==> config.mk <==
export PLATFORM = sky130hd
export DESIGN_NAME = uart_tx_fifo_flat
export DESIGN_NICKNAME = d
export VERILOG_FILES = /design/src/rtl/uart_tx_fifo_if.sv /design/src/rtl/uart_tx_fifo.sv /design/src/flat_wrapper.sv
export SDC_FILE = /design/constraint.sdc
export NUM_CORES = 1
export LEC_CHECK = 0
export ABC_AREA = 1
export ABC_CLOCK_PERIOD_IN_PS = 7590
export CAP_MARGIN = 5
export CORE_ASPECT_RATIO = 0.6
export CORE_MARGIN = 2
export CORE_UTILIZATION = 40
export CTS_CLUSTER_DIAMETER = 60
export DETAILED_ROUTE_END_ITERATION = 6
export PLACE_DENSITY = 0.67
export REMOVE_ABC_BUFFERS = 1
export SYNTH_ARGS = -nofsm -noshare
export SYNTH_HDL_FRONTEND = slang
export SYNTH_SLANG_ARGS = --single-unit
==> constraint.sdc <==
create_clock -name clk_i -period 7.59 [get_ports clk_i]
set_input_delay 1.1385 -clock clk_i [delete_from_list [all_inputs] [get_ports clk_i]]
set_output_delay 1.1385 -clock clk_i [all_outputs]
set_load 0.01 [all_outputs]
==> src/rtl/uart_tx_fifo_if.sv <==
// Byte-producer handshake between user logic and the UART transmit engine.
// The producer (master) drives tx_data/push_tx; the engine (slave) reports
// FIFO status and activity.
interface uart_tx_fifo_if #(
    parameter int FIFO_DEPTH_LOG2 = 4
);
    logic [7:0]               tx_data;
    logic                     push_tx;
    logic                     tx_full;
    logic                     tx_empty;
    logic [FIFO_DEPTH_LOG2:0] tx_level;
    logic                     tx_busy;

    modport master (
        output tx_data,
        output push_tx,
        input  tx_full,
        input  tx_empty,
        input  tx_level,
        input  tx_busy
    );

    modport slave (
        input  tx_data,
        input  push_tx,
        output tx_full,
        output tx_empty,
        output tx_level,
        output tx_busy
    );
endinterface

==> src/rtl/uart_tx_fifo.sv <==
// UART transmit engine: a 2**FIFO_DEPTH_LOG2 byte FIFO feeding an 8N1
// serialiser on tx_line_o. Bit period is CLK_FREQ/BAUDS clocks (truncated).
//
// state  | meaning
// -------+------------------------------------------------------------
// IDLE   | line high, waiting for the FIFO to become non-empty
// START  | start bit (low) held for DIV clocks
// DATA   | eight data bits, LSB first, DIV clocks each
// STOP   | stop bit (high) for DIV clocks; chains straight into START
module uart_tx_fifo #(
    parameter int CLK_FREQ        = 27000000,
    parameter int BAUDS           = 115200,
    parameter int FIFO_DEPTH_LOG2 = 4
) (
    input  logic          clk_i,
    input  logic          rst_i,
    uart_tx_fifo_if.slave bus,
    output logic          tx_line_o
);
    localparam int DIV   = CLK_FREQ / BAUDS;
    localparam int CNT_W = (DIV > 1) ? $clog2(DIV) : 1;
    localparam int AW    = FIFO_DEPTH_LOG2;
    localparam int DEPTH = 2 ** FIFO_DEPTH_LOG2;

    localparam logic [CNT_W-1:0] CNT_LAST = CNT_W'(DIV - 1);
    localparam logic [CNT_W-1:0] CNT_ONE  = CNT_W'(1);
    localparam logic [AW-1:0]    PTR_ONE  = AW'(1);
    localparam logic [AW:0]      LVL_ONE  = (AW+1)'(1);
    localparam logic [AW:0]      LVL_FULL = (AW+1)'(DEPTH);

    typedef enum logic [1:0] {
        S_IDLE  = 2'd0,
        S_START = 2'd1,
        S_DATA  = 2'd2,
        S_STOP  = 2'd3
    } state_e;

    logic [7:0]       mem_q [DEPTH];
    logic [AW-1:0]    wr_ptr_q, wr_ptr_d;
    logic [AW-1:0]    rd_ptr_q, rd_ptr_d;
    logic [AW:0]      level_q, level_d;
    logic             full;
    logic             empty;
    logic             push_ok;
    logic             pop;

    state_e           state_q, state_d;
    logic [CNT_W-1:0] cnt_q, cnt_d;
    logic [2:0]       bit_q, bit_d;
    logic [7:0]       shift_q, shift_d;
    logic             line_q, line_d;
    logic             baud_tick;

    // Status flags come straight from the registered occupancy.
    assign full    = (level_q == LVL_FULL);
    assign empty   = (level_q == '0);
    assign push_ok = bus.push_tx && !full;

    // Pointer and occupancy bookkeeping; the FSM only pops when non-empty.
    always_comb begin
        wr_ptr_d = wr_ptr_q;
        rd_ptr_d = rd_ptr_q;
        level_d  = level_q;
        if (push_ok) begin
            wr_ptr_d = wr_ptr_q + PTR_ONE;
        end
        if (pop) begin
            rd_ptr_d = rd_ptr_q + PTR_ONE;
        end
        case ({push_ok, pop})
            2'b10:   level_d = level_q + LVL_ONE;
            2'b01:   level_d = level_q - LVL_ONE;
            default: level_d = level_q;
        endcase
    end

    // FIFO pointer/level registers; reset discards anything queued.
    always_ff @(posedge clk_i) begin
        if (rst_i) begin
            wr_ptr_q <= '0;
            rd_ptr_q <= '0;
            level_q  <= '0;
        end else begin
            wr_ptr_q <= wr_ptr_d;
            rd_ptr_q <= rd_ptr_d;
            level_q  <= level_d;
        end
    end

    // FIFO storage; contents are don't-care until written, so no reset.
    always_ff @(posedge clk_i) begin
        if (push_ok && !rst_i) begin
            mem_q[wr_ptr_q] <= bus.tx_data;
        end
    end

    assign baud_tick = (cnt_q == CNT_LAST);

    // FSM state register together with its datapath and the registered line.
    always_ff @(posedge clk_i) begin
        if (rst_i) begin
            state_q <= S_IDLE;
            cnt_q   <= '0;
            bit_q   <= '0;
            shift_q <= '0;
            line_q  <= 1'b1;
        end else begin
            state_q <= state_d;
            cnt_q   <= cnt_d;
            bit_q   <= bit_d;
            shift_q <= shift_d;
            line_q  <= line_d;
        end
    end

    // Next-state logic: bit timing and FIFO pops.
    always_comb begin
        state_d = state_q;
        cnt_d   = cnt_q + CNT_ONE;
        bit_d   = bit_q;
        shift_d = shift_q;
        pop     = 1'b0;
        case (state_q)
            S_IDLE: begin
                cnt_d = '0;
                if (!empty) begin
                    pop     = 1'b1;
                    shift_d = mem_q[rd_ptr_q];
                    bit_d   = '0;
                    state_d = S_START;
                end
            end
            S_START: begin
                if (baud_tick) begin
                    cnt_d   = '0;
                    state_d = S_DATA;
                end
            end
            S_DATA: begin
                if (baud_tick) begin
                    cnt_d = '0;
                    if (bit_q == 3'd7) begin
                        state_d = S_STOP;
                    end else begin
                        bit_d = bit_q + 3'd1;
                    end
                end
            end
            S_STOP: begin
                if (baud_tick) begin
                    cnt_d = '0;
                    // Chain the next queued byte with no idle gap.
                    if (!empty) begin
                        pop     = 1'b1;
                        shift_d = mem_q[rd_ptr_q];
                        bit_d   = '0;
                        state_d = S_START;
                    end else begin
                        state_d = S_IDLE;
                    end
                end
            end
            default: begin
                cnt_d   = '0;
                state_d = S_IDLE;
            end
        endcase
    end

    // Output logic: the line value for the state being entered, registered above.
    always_comb begin
        line_d = 1'b1;
        case (state_d)
            S_START: line_d = 1'b0;
            S_DATA:  line_d = shift_d[bit_d];
            default: line_d = 1'b1;
        endcase
    end

    assign bus.tx_full  = full;
    assign bus.tx_empty = empty;
    assign bus.tx_level = level_q;
    assign bus.tx_busy  = (state_q != S_IDLE) || !empty;
    assign tx_line_o    = line_q;
endmodule

==> src/flat_wrapper.sv <==
// flat-port wrapper written by rule: the top's interface ports become plain ports
module uart_tx_fifo_flat 
#(
    parameter int CLK_FREQ        = 27000000,
    parameter int BAUDS           = 115200,
    parameter int FIFO_DEPTH_LOG2 = 4
)
  (clk_i, rst_i, tx_line_o, bus_tx_data, bus_push_tx, bus_tx_full, bus_tx_empty, bus_tx_level, bus_tx_busy);
  uart_tx_fifo_if #(.FIFO_DEPTH_LOG2(FIFO_DEPTH_LOG2)) bus_i ();
  input  logic clk_i;
  input  logic rst_i;
  output logic tx_line_o;
  input wire logic [$bits(bus_i.tx_data)-1:0] bus_tx_data;
  input wire logic [$bits(bus_i.push_tx)-1:0] bus_push_tx;
  output wire logic [$bits(bus_i.tx_full)-1:0] bus_tx_full;
  output wire logic [$bits(bus_i.tx_empty)-1:0] bus_tx_empty;
  output wire logic [$bits(bus_i.tx_level)-1:0] bus_tx_level;
  output wire logic [$bits(bus_i.tx_busy)-1:0] bus_tx_busy;
  assign bus_i.tx_data = bus_tx_data;
  assign bus_i.push_tx = bus_push_tx;
  assign bus_tx_full = bus_i.tx_full;
  assign bus_tx_empty = bus_i.tx_empty;
  assign bus_tx_level = bus_i.tx_level;
  assign bus_tx_busy = bus_i.tx_busy;
  uart_tx_fifo #(.CLK_FREQ(CLK_FREQ), .BAUDS(BAUDS), .FIFO_DEPTH_LOG2(FIFO_DEPTH_LOG2)) u_core (.clk_i(clk_i), .rst_i(rst_i), .bus(bus_i), .tx_line_o(tx_line_o));
endmodule
==> results of run 1 <==
where the power goes:
group | switching, W | internal [W]
combinational | 0.000609 | 0.000269
sequential | 0.0000377 | 0.00104
clock | 0.000358 | 0.000450
worst max-delay path, delay by kind of cell (launching register included):
family / cells / cell delay (ps)
buf+inv: 3 / 910
simple gates: 4 / 330
flops: 1 / 430
layer usage:
| metal | wire length (um) | part of all wire | vias to the layer above |
|---|---|---|---|
| met1 | 9100 | 0.50 | 2534 |
| li1 | - | - | 2612 |
| met4 | 172 | 0.0094 | 0 |
| met2 | 6900 | 0.38 | 224 |
| met5 | 0 | 0 | - |
| met3 | 2070 | 0.11 | 18 |
how the worst min path moves through the flow:
stage | to | slack (ps) | cells past startpoint
finish | u_core.rd_ptr_q[3] | 480 | 2
global route | u_core.rd_ptr_q[2] | 500 | 2
CTS | u_core.cnt_q[0] | 470 | 1
detailed placement | u_core.cnt_q[0] | 460 | 1
global placement | u_core.cnt_q[0] | 450 | 1
floorplan | u_core.cnt_q[0] | 430 | 1
cell type report:
class | instances | share of cell area
Inverter | 84 | 0.0373
Tap cell | 240 | 0.0356
Clock inverter | 9 | 0.00785
Timing Repair Buffer | 22 | 0.0252
Multi-Input combinational cell | 504 | 0.290
Sequential cell | 167 | 0.548
Clock buffer | 23 | 0.0567
kinds of logic after synthesis:
group                      count (synthesis)  synth area share
AOI/OAI and AO/OA                         57            0.0415
and+or+nand+nor                          426             0.249
adders and majority gates                 17            0.0292
buffers and inverters                    111            0.0627
DFF                                      167             0.613
xor gates and xnor gates                   4           0.00465
flip-flops by register name, summed over array words and instances, names as in the netlist, named ones only:
name and count:
u_core.state_q 2, u_core.shift_q 8, u_core.bit_q 3, u_core.cnt_q 8
u_core.tx_line_o 1, u_core.mem_q 128, u_core.bus.tx_level 5, u_core.wr_ptr_q 4
u_core.rd_ptr_q 4
through the flow:
stage	cell area [um2]	hold slack, ps	power, W
4_1_cts	8440	472	0.00276
3_3_place_gp	7900	449	0.00195
3_5_place_dp	7900	455	0.00196
6_report	8440	476	0.00276
5_1_grt	8440	503	0.00291
2_1_floorplan	7380	433	0.00167
placed cells by master (no fill, tap or decap), types with 3 or more instances in the layout:
master / instances
sky130_fd_sc_hd__nand2_1: 225
sky130_fd_sc_hd__edfxtp_1: 128
sky130_fd_sc_hd__nand3_1: 87
sky130_fd_sc_hd__inv_1: 78
sky130_fd_sc_hd__nor2_1: 78
sky130_fd_sc_hd__dfxtp_1: 38
sky130_fd_sc_hd__o21ai_0: 27
sky130_fd_sc_hd__a21oi_1: 20
sky130_fd_sc_hd__clkdlybuf4s50_1: 19
sky130_fd_sc_hd__clkbuf_16: 18
sky130_fd_sc_hd__ha_1: 16
sky130_fd_sc_hd__nand2_2: 7
sky130_fd_sc_hd__nor3_1: 5
sky130_fd_sc_hd__nor3b_1: 5
sky130_fd_sc_hd__nor2_2: 4
sky130_fd_sc_hd__inv_2: 4
sky130_fd_sc_hd__nand3_2: 4
sky130_fd_sc_hd__clkbuf_1: 4
sky130_fd_sc_hd__inv_6: 4
sky130_fd_sc_hd__nor2_4: 3
sky130_fd_sc_hd__xnor2_1: 3
sky130_fd_sc_hd__nand4_1: 3
sky130_fd_sc_hd__buf_4: 3
==> load_flow_metrics.sql, run 1 <==
INSERT INTO impl_metrics (metric_group, metric, value, unit) VALUES
('cts', 'clock_tree.root_cell', 'sky130_fd_sc_hd__clkbuf_16', ''),
('yosys', 'syn-mean-instance-area', '9.64', 'um2'),
('routing', 'route.detailed.wl_per_inst', '17.4', 'um'),
('floorplanning', 'row_count', '38', ''),
('power', 'vdd_ir_drop_max', '0.278', 'mV'),
('global_routing', 'groute.usage.overall', '0.188', ''),
('finish', 'total_number_of_nets_in_the_final_design', '824', ''),
('sta', 'max_slew_margin', '0.274', ''),
('sta', 'fin_ws', '4340', 'ps'),
('critical_path', 'critical_path_required', '6450', 'ps'),
('critical_path', 'reg_to_reg_end', 'u_core.bus.tx_level[4]', ''),
('routing', 'drt_drc_violations_left', '0', ''),
('routing', 'detailedRoute.firstPassIterationCount', '5', ''),
('critical_path', 'timing.critical_path.from', 'u_core.bus.tx_level[0]', ''),
('yosys', 'number_of_enable_type_register_cells_in_the_synthesized_netlist', '128', ''),
('cts', 'htree_levels', '4', ''),
('cts', 'hold_buffers_post_cts', '0', ''),
('yosys', 'synthDominantAreaCellType', 'sky130_fd_sc_hd__edfxtp_1', ''),
('yosys', 'synth_seq_area_share', '0.613', ''),
('sta', 'rsz0062_at_grt', 'no', ''),
('floorplanning', 'die_ar', '20000', 'um2'),
('critical_path', 'critical_path.cell_chain', 'nor2_2 > nand2_2 > nor2_8 > inv_2 > nor2_2 > inv_1 > clkdlybuf4s50_1', ''),
('global_routing', 'pin_count_of_the_biggest_net_entering_global_routing', '66', ''),
('global_routing', 'global_route.usage.met3', '0.0621', ''),
('sta', 'max_freq', '308', 'MHz'),
('yosys', 'synthArstFlopShare', '0', ''),
('sta', 'timing.final.setup_violations', '0', ''),
('sta', 'layout_worst_path_cycle_share', '0.428', ''),
('critical_path', 'ff2ff_path_depth', '17', ''),
('critical_path', 'largest_stage_delay_on_the_critical_path', '550', 'ps'),
('critical_path', 'timing.critical_path.from_type', 'flip-flop', ''),
('finish', 'final-seq-area', '4630', 'um2'),
('job', 'maxCapViolCount', '0', ''),
('sta', 'fin_setup_tns', '0', 'ps'),
('critical_path', 'crit_end', 'bus_tx_busy', ''),
('global_routing', 'globalRoute.totalOverflow', '0', ''),
('global_routing', 'grt_pass1_vias', '4849', ''),
('status', 'result_of_the_run', 'completed', ''),
('finish', 'drive_above_1_share', '0.0754', ''),
('cts', 'tritoncts', 'done', ''),
('floorplanning', 'pin_count', '20', ''),
('finish', 'fillCellCount', '1729', ''),
('worst_hold_path', 'hold_start', 'u_core.rd_ptr_q[3]', ''),
('critical_path', 'rrSetupSlack', '4750', 'ps'),
('yosys', 'synth.area.top_cells', 'sky130_fd_sc_hd__edfxtp_1 51%, sky130_fd_sc_hd__nand2_1 11%, sky130_fd_sc_hd__dfxtp_1 10%', ''),
('critical_path', 'cp-end-kind', 'output port', ''),
('critical_path', 'rr_startpoint', 'u_core.cnt_q[0]', ''),
('global_routing', 'number_of_antenna_violations_at_the_first_check_in_global_routing', '0', ''),
('placed_design', 'io_buffers', '19', ''),
('sta', 'fin_worst_skew', '15.1', 'ps'),
('finish', 'post-route-util', '0.463', ''),
('cts', 'cts-root-to-sink-buffers', '2', ''),
('global_routing', 'use_met2', '0.239', ''),
('finish', 'flow.area_growth_from_synthesis', '12.0', '%'),
('placed_design', 'place_inst', '1017', ''),
('cts', 'cts_buffers', '17', ''),
('yosys', 'synth_cells', '782', ''),
('routing', 'antenna_nets_post_route', '0', ''),
('sta', 'final_max_slew_viol_count', '0', ''),
('power', 'total_leakage_power', '3.35', 'nW'),
('yosys', 'synth_top_cell_area_share', '0.510', ''),
('cts', 'clk_pin_slew_worst_paths', '60', 'ps'),
('placed_design', 'post-dp-hpwl', '12300', 'um'),
('finish', 'number_of_diodes_added_for_antenna_fixing', '0', ''),
('floorplanning', 'core_region_area', '18300', 'um2'),
('global_routing', 'grt_util_met1', '0.296', ''),
('cts', 'clock_insertion_delay_worst_skew', '430', 'ps'),
('placed_design', 'post-place-ws', '4220', 'ps'),
('worst_hold_path', 'hp-class', 'flip-flop to flip-flop', ''),
('routing', 'post_drt_via_cell_ratio', '5.14', ''),
('global_routing', 'top_usage_layer', 'met1', '');
(Power assumes the default switching activity.)
==> inputs of run 2 (changes only) <==
- ABC_CLOCK_PERIOD_IN_PS: 7590 -> 2900
- PLACE_DENSITY: 0.67 -> 0.69
- clock period: 7.59 -> 2.9 ns (I/O delays scaled with it)
==> run 2 against run 1 <==
Via count is 1.7% lower. First-iteration DRC count is 1.2% lower. Largest power group unchanged. Cell count is 2.1% higher. Critical endpoint is now u_core.bus.tx_level[4]. Hold slack worse by 7.2 ps.
==> load_flow_metrics.sql, run 2 (synthesis gave the netlist of run 1 again) <==
INSERT INTO impl_metrics (metric_group, metric, value, unit) VALUES
('critical_path', 'reg_to_reg_end', 'u_core.bus.tx_level[4]', ''),
('global_routing', 'number_of_antenna_violations_at_the_first_check_in_global_routing', '0', ''),
('finish', 'flow.area_growth_from_synthesis', '14.7', '%'),
('power', 'vdd_ir_drop_max', '0.501', 'mV'),
('power', 'finalPower', '0.00727', 'W'),
('floorplanning', 'row_count', '38', ''),
('critical_path', 'critical-path-top-delay-family', 'adder cells', ''),
('cts', 'cts.repair_timing.setup_buffer_count', '0', ''),
('finish', 'total_number_of_nets_in_the_final_design', '846', ''),
('sta', 'fin_hold_ws', '469', 'ps'),
('finish', 'largest_register', 'u_core.mem_q', ''),
('global_routing', 'pin_count_of_the_biggest_net_entering_global_routing', '64', ''),
('critical_path', 'path_common_cell', 'sky130_fd_sc_hd__inv_1', ''),
('sta', 'fin_setup_tns', '0', 'ps'),
('critical_path', 'timing.critical_path.from_type', 'flip-flop', ''),
('routing', 'drt_drc_violations_left', '0', ''),
('critical_path', 'crit_slowest_cell', 'sky130_fd_sc_hd__fa_1', ''),
('finish', 'most-common-layout-cells', '225 x sky130_fd_sc_hd__nand2_1, 128 x sky130_fd_sc_hd__edfxtp_1, 87 x sky130_fd_sc_hd__nand3_1', ''),
('cts', 'clock_insertion_delay_worst_skew', '420', 'ps'),
('global_routing', 'groute.usage.overall', '0.177', ''),
('cts', 'hold_buffers_post_cts', '0', ''),
('sta', 'max_slew_margin', '0.523', ''),
('power', 'p_clk_frac', '0.302', ''),
('floorplanning', 'die_h', '110', 'um'),
('critical_path', 'cp-end-kind', 'flip-flop', ''),
('critical_path', 'critical_path.cell_chain', 'ha_1 > nand2_1 > nor2_4 > nand2_4 > nand2_2 > nand3_4 > nor2_8 > ha_2 > inv_1 > fa_1 > inv_1 > a31oi_1 > inv_1 > o21ai_0 > a21oi_1 > o21ai_0 > a21oi_1', ''),
('critical_path', 'rrSetupSlack', '250', 'ps'),
('placed_design', 'post-dp-hpwl', '11100', 'um'),
('cts', 'clock_tree.root_cell', 'sky130_fd_sc_hd__clkbuf_16', ''),
('sta', 'final_max_slew_viol_count', '0', ''),
('critical_path', 'worst-path-stages', '17', ''),
('floorplanning', 'core_region_area', '18300', 'um2'),
('critical_path', 'critPathBufInv', '3', ''),
('power', 'power.share.switching', '0.358', ''),
('finish', 'final_common_cell', 'sky130_fd_sc_hd__nand2_1', ''),
('cts', 'cts-root-to-sink-buffers', '2', ''),
('cts', 'tritoncts', 'done', ''),
('floorplanning', 'die_ar', '20000', 'um2'),
('floorplanning', 'pin_count', '20', ''),
('routing', 'num_vias', '5297', ''),
('routing', 'drt_first_iter_violations', '641', ''),
('critical_path', 'ff2ff_path_depth', '17', ''),
('sta', 'max_freq', '377', 'MHz'),
('finish', 'biggest_regs', 'u_core.mem_q (128), u_core.cnt_q (8), u_core.shift_q (8)', ''),
('critical_path', 'crit_type', 'flip-flop to flip-flop', ''),
('sta', 'fin_worst_skew', '8.61', 'ps'),
('placed_design', 'gp_congestion', '0.910', ''),
('power', 'powerDensity', '840', 'nW/um2'),
('sta', 'finalWorstPathRequiredPeriod', '2650', 'ps'),
('cts', 'htree_levels', '4', ''),
('power', 'internal_power', '0.00467', 'W'),
('cts', 'clk_pin_slew_worst_paths', '70', 'ps'),
('sta', 'rsz0062_at_grt', 'no', ''),
('finish', 'number_of_diodes_added_for_antenna_fixing', '0', ''),
('power', 'total_net_switching_power', '0.00260', 'W'),
('critical_path', 'rr_startpoint', 'u_core.cnt_q[0]', ''),
('worst_hold_path', 'worst_hold_path.num_cells', '1', ''),
('worst_hold_path', 'hold_start', 'u_core.cnt_q[0]', ''),
('global_routing', 'grt_pass1_wl', '27100', 'um'),
('finish', 'drive_above_1_share', '0.107', ''),
('cts', 'numClockSinks', '167', ''),
('placed_design', 'io_buffers', '19', ''),
('floorplanning', 'fp.dieW', '181', 'um'),
('routing', 'post_drt_via_cell_ratio', '4.95', ''),
('global_routing', 'globalRoute.totalOverflow', '0', ''),
('worst_hold_path', 'worstHoldEndpoint', 'u_core.cnt_q[0]', ''),
('critical_path', 'critical_path_required', '3260', 'ps'),
('placed_design', 'post-place-ws', '177', 'ps'),
('job', 'maxCapViolCount', '0', ''),
('critical_path', 'critPathMaxFanout', '7', ''),
('global_routing', 'grt_pass1_vias', '5088', ''),
('cts', 'post_cts.resized_instances', '0', ''),
('sta', 'timing.final.hold_violations', '0', ''),
('power', 'sequentialPowerShare', '0.388', ''),
('status', 'result_of_the_run', 'completed', ''),
('finish', 'largest_reg_flops', '128', ''),
('cts', 'cts_buffers', '17', ''),
('routing', 'detailedRoute.firstPassIterationCount', '5', ''),
('sta', 'layout_worst_path_cycle_share', '0.913', ''),
('routing', 'antenna_nets_post_route', '0', ''),
('sta', 'timing.final.setup_violations', '0', ''),
('power', 'comb_power_share', '0.310', ''),
('critical_path', 'largest_stage_delay_on_the_critical_path', '390', 'ps'),
('critical_path', 'critical_path_arrival', '3010', 'ps'),
('sta', 'worst_pin_slew', '714', 'ps'),
('sta', 'fin_ws', '251', 'ps'),
('power', 'total_leakage_power', '3.47', 'nW'),
('floorplanning', 'start_util', '0.413', ''),
('routing', 'routed_wl', '16800', 'um'),
('routing', 'route.detailed.wl_per_inst', '15.7', 'um'),
('worst_hold_path', 'hp-class', 'flip-flop to flip-flop', '');
==> run 2: how the worst max path moves through the flow <==
stage                           start                      to  slack (ps)
floorplan                   flip-flop        u_core.tx_line_o        -150
global placement    u_core.state_q[0]  u_core.bus.tx_level[4]         230
detailed placement  u_core.state_q[1]  u_core.bus.tx_level[4]         180
CTS                 u_core.state_q[1]  u_core.bus.tx_level[4]         170
global route          u_core.cnt_q[0]  u_core.bus.tx_level[4]         0.5
finish                u_core.cnt_q[0]  u_core.bus.tx_level[4]         250
==> run 2: metal layers <==
layer  GRT usage  vias to the layer above  wire, um
met1       0.268                     2439      8430
met5           0                        -         0
met3      0.0424                       19      1420
met4      0.0505                        0       175
met2       0.252                      187      6740
li1            -                     2652         -
==> run 2: through the flow <==
step / instance area, um2 / instances / utilization
after global placement: 8080 / 1039 / 0.442
after floorplan: 7380 / 755 / -
after detailed placement: 8080 / 1039 / 0.442
after global routing: 8650 / 1071 / 0.474
after CTS: 8650 / 1071 / 0.474
final: 8650 / 1071 / 0.474
==> run 2: area by class of cell <==
| cell class | count | area (um2) |
|---|---|---|
| repair buffers | 44 | 390 |
| fillers | 1680 | 9610 |
| clock buffers | 17 | 425 |
| multi-input cells | 504 | 2450 |
| well taps | 240 | 300 |
| flip-flops and latches | 167 | 4630 |
| inverters | 84 | 315 |
| clock inverters | 15 | 144 |
==> run 2: worst reg2reg max path: stages, from the launching register on <==
cell and delay [ps]:
sky130_fd_sc_hd__dfxtp_1 380, sky130_fd_sc_hd__ha_1 170, sky130_fd_sc_hd__nand2_1 80, sky130_fd_sc_hd__nor2_4 130, sky130_fd_sc_hd__nand2_4 100, sky130_fd_sc_hd__nand2_2 90
sky130_fd_sc_hd__nand3_4 100, sky130_fd_sc_hd__nor2_8 150, sky130_fd_sc_hd__ha_2 260, sky130_fd_sc_hd__inv_1 70, sky130_fd_sc_hd__fa_1 390, sky130_fd_sc_hd__inv_1 70
sky130_fd_sc_hd__a31oi_1 90, sky130_fd_sc_hd__inv_1 80, sky130_fd_sc_hd__o21ai_0 70, sky130_fd_sc_hd__a21oi_1 160, sky130_fd_sc_hd__o21ai_0 90, sky130_fd_sc_hd__a21oi_1 120
==> run 2: power groups by stage <==
| stage | clock network [W] | registers [W] | logic, W |
|---|---|---|---|
| 2_1_floorplan | 0 | 0.00296 | 0.00141 |
| 3_3_place_gp | 0 | 0.00286 | 0.00220 |
| 3_5_place_dp | 0 | 0.00287 | 0.00223 |
| 4_1_cts | 0.00223 | 0.00282 | 0.00225 |
| 5_1_grt | 0.00233 | 0.00283 | 0.00256 |
| 6_report | 0.00219 | 0.00282 | 0.00226 |
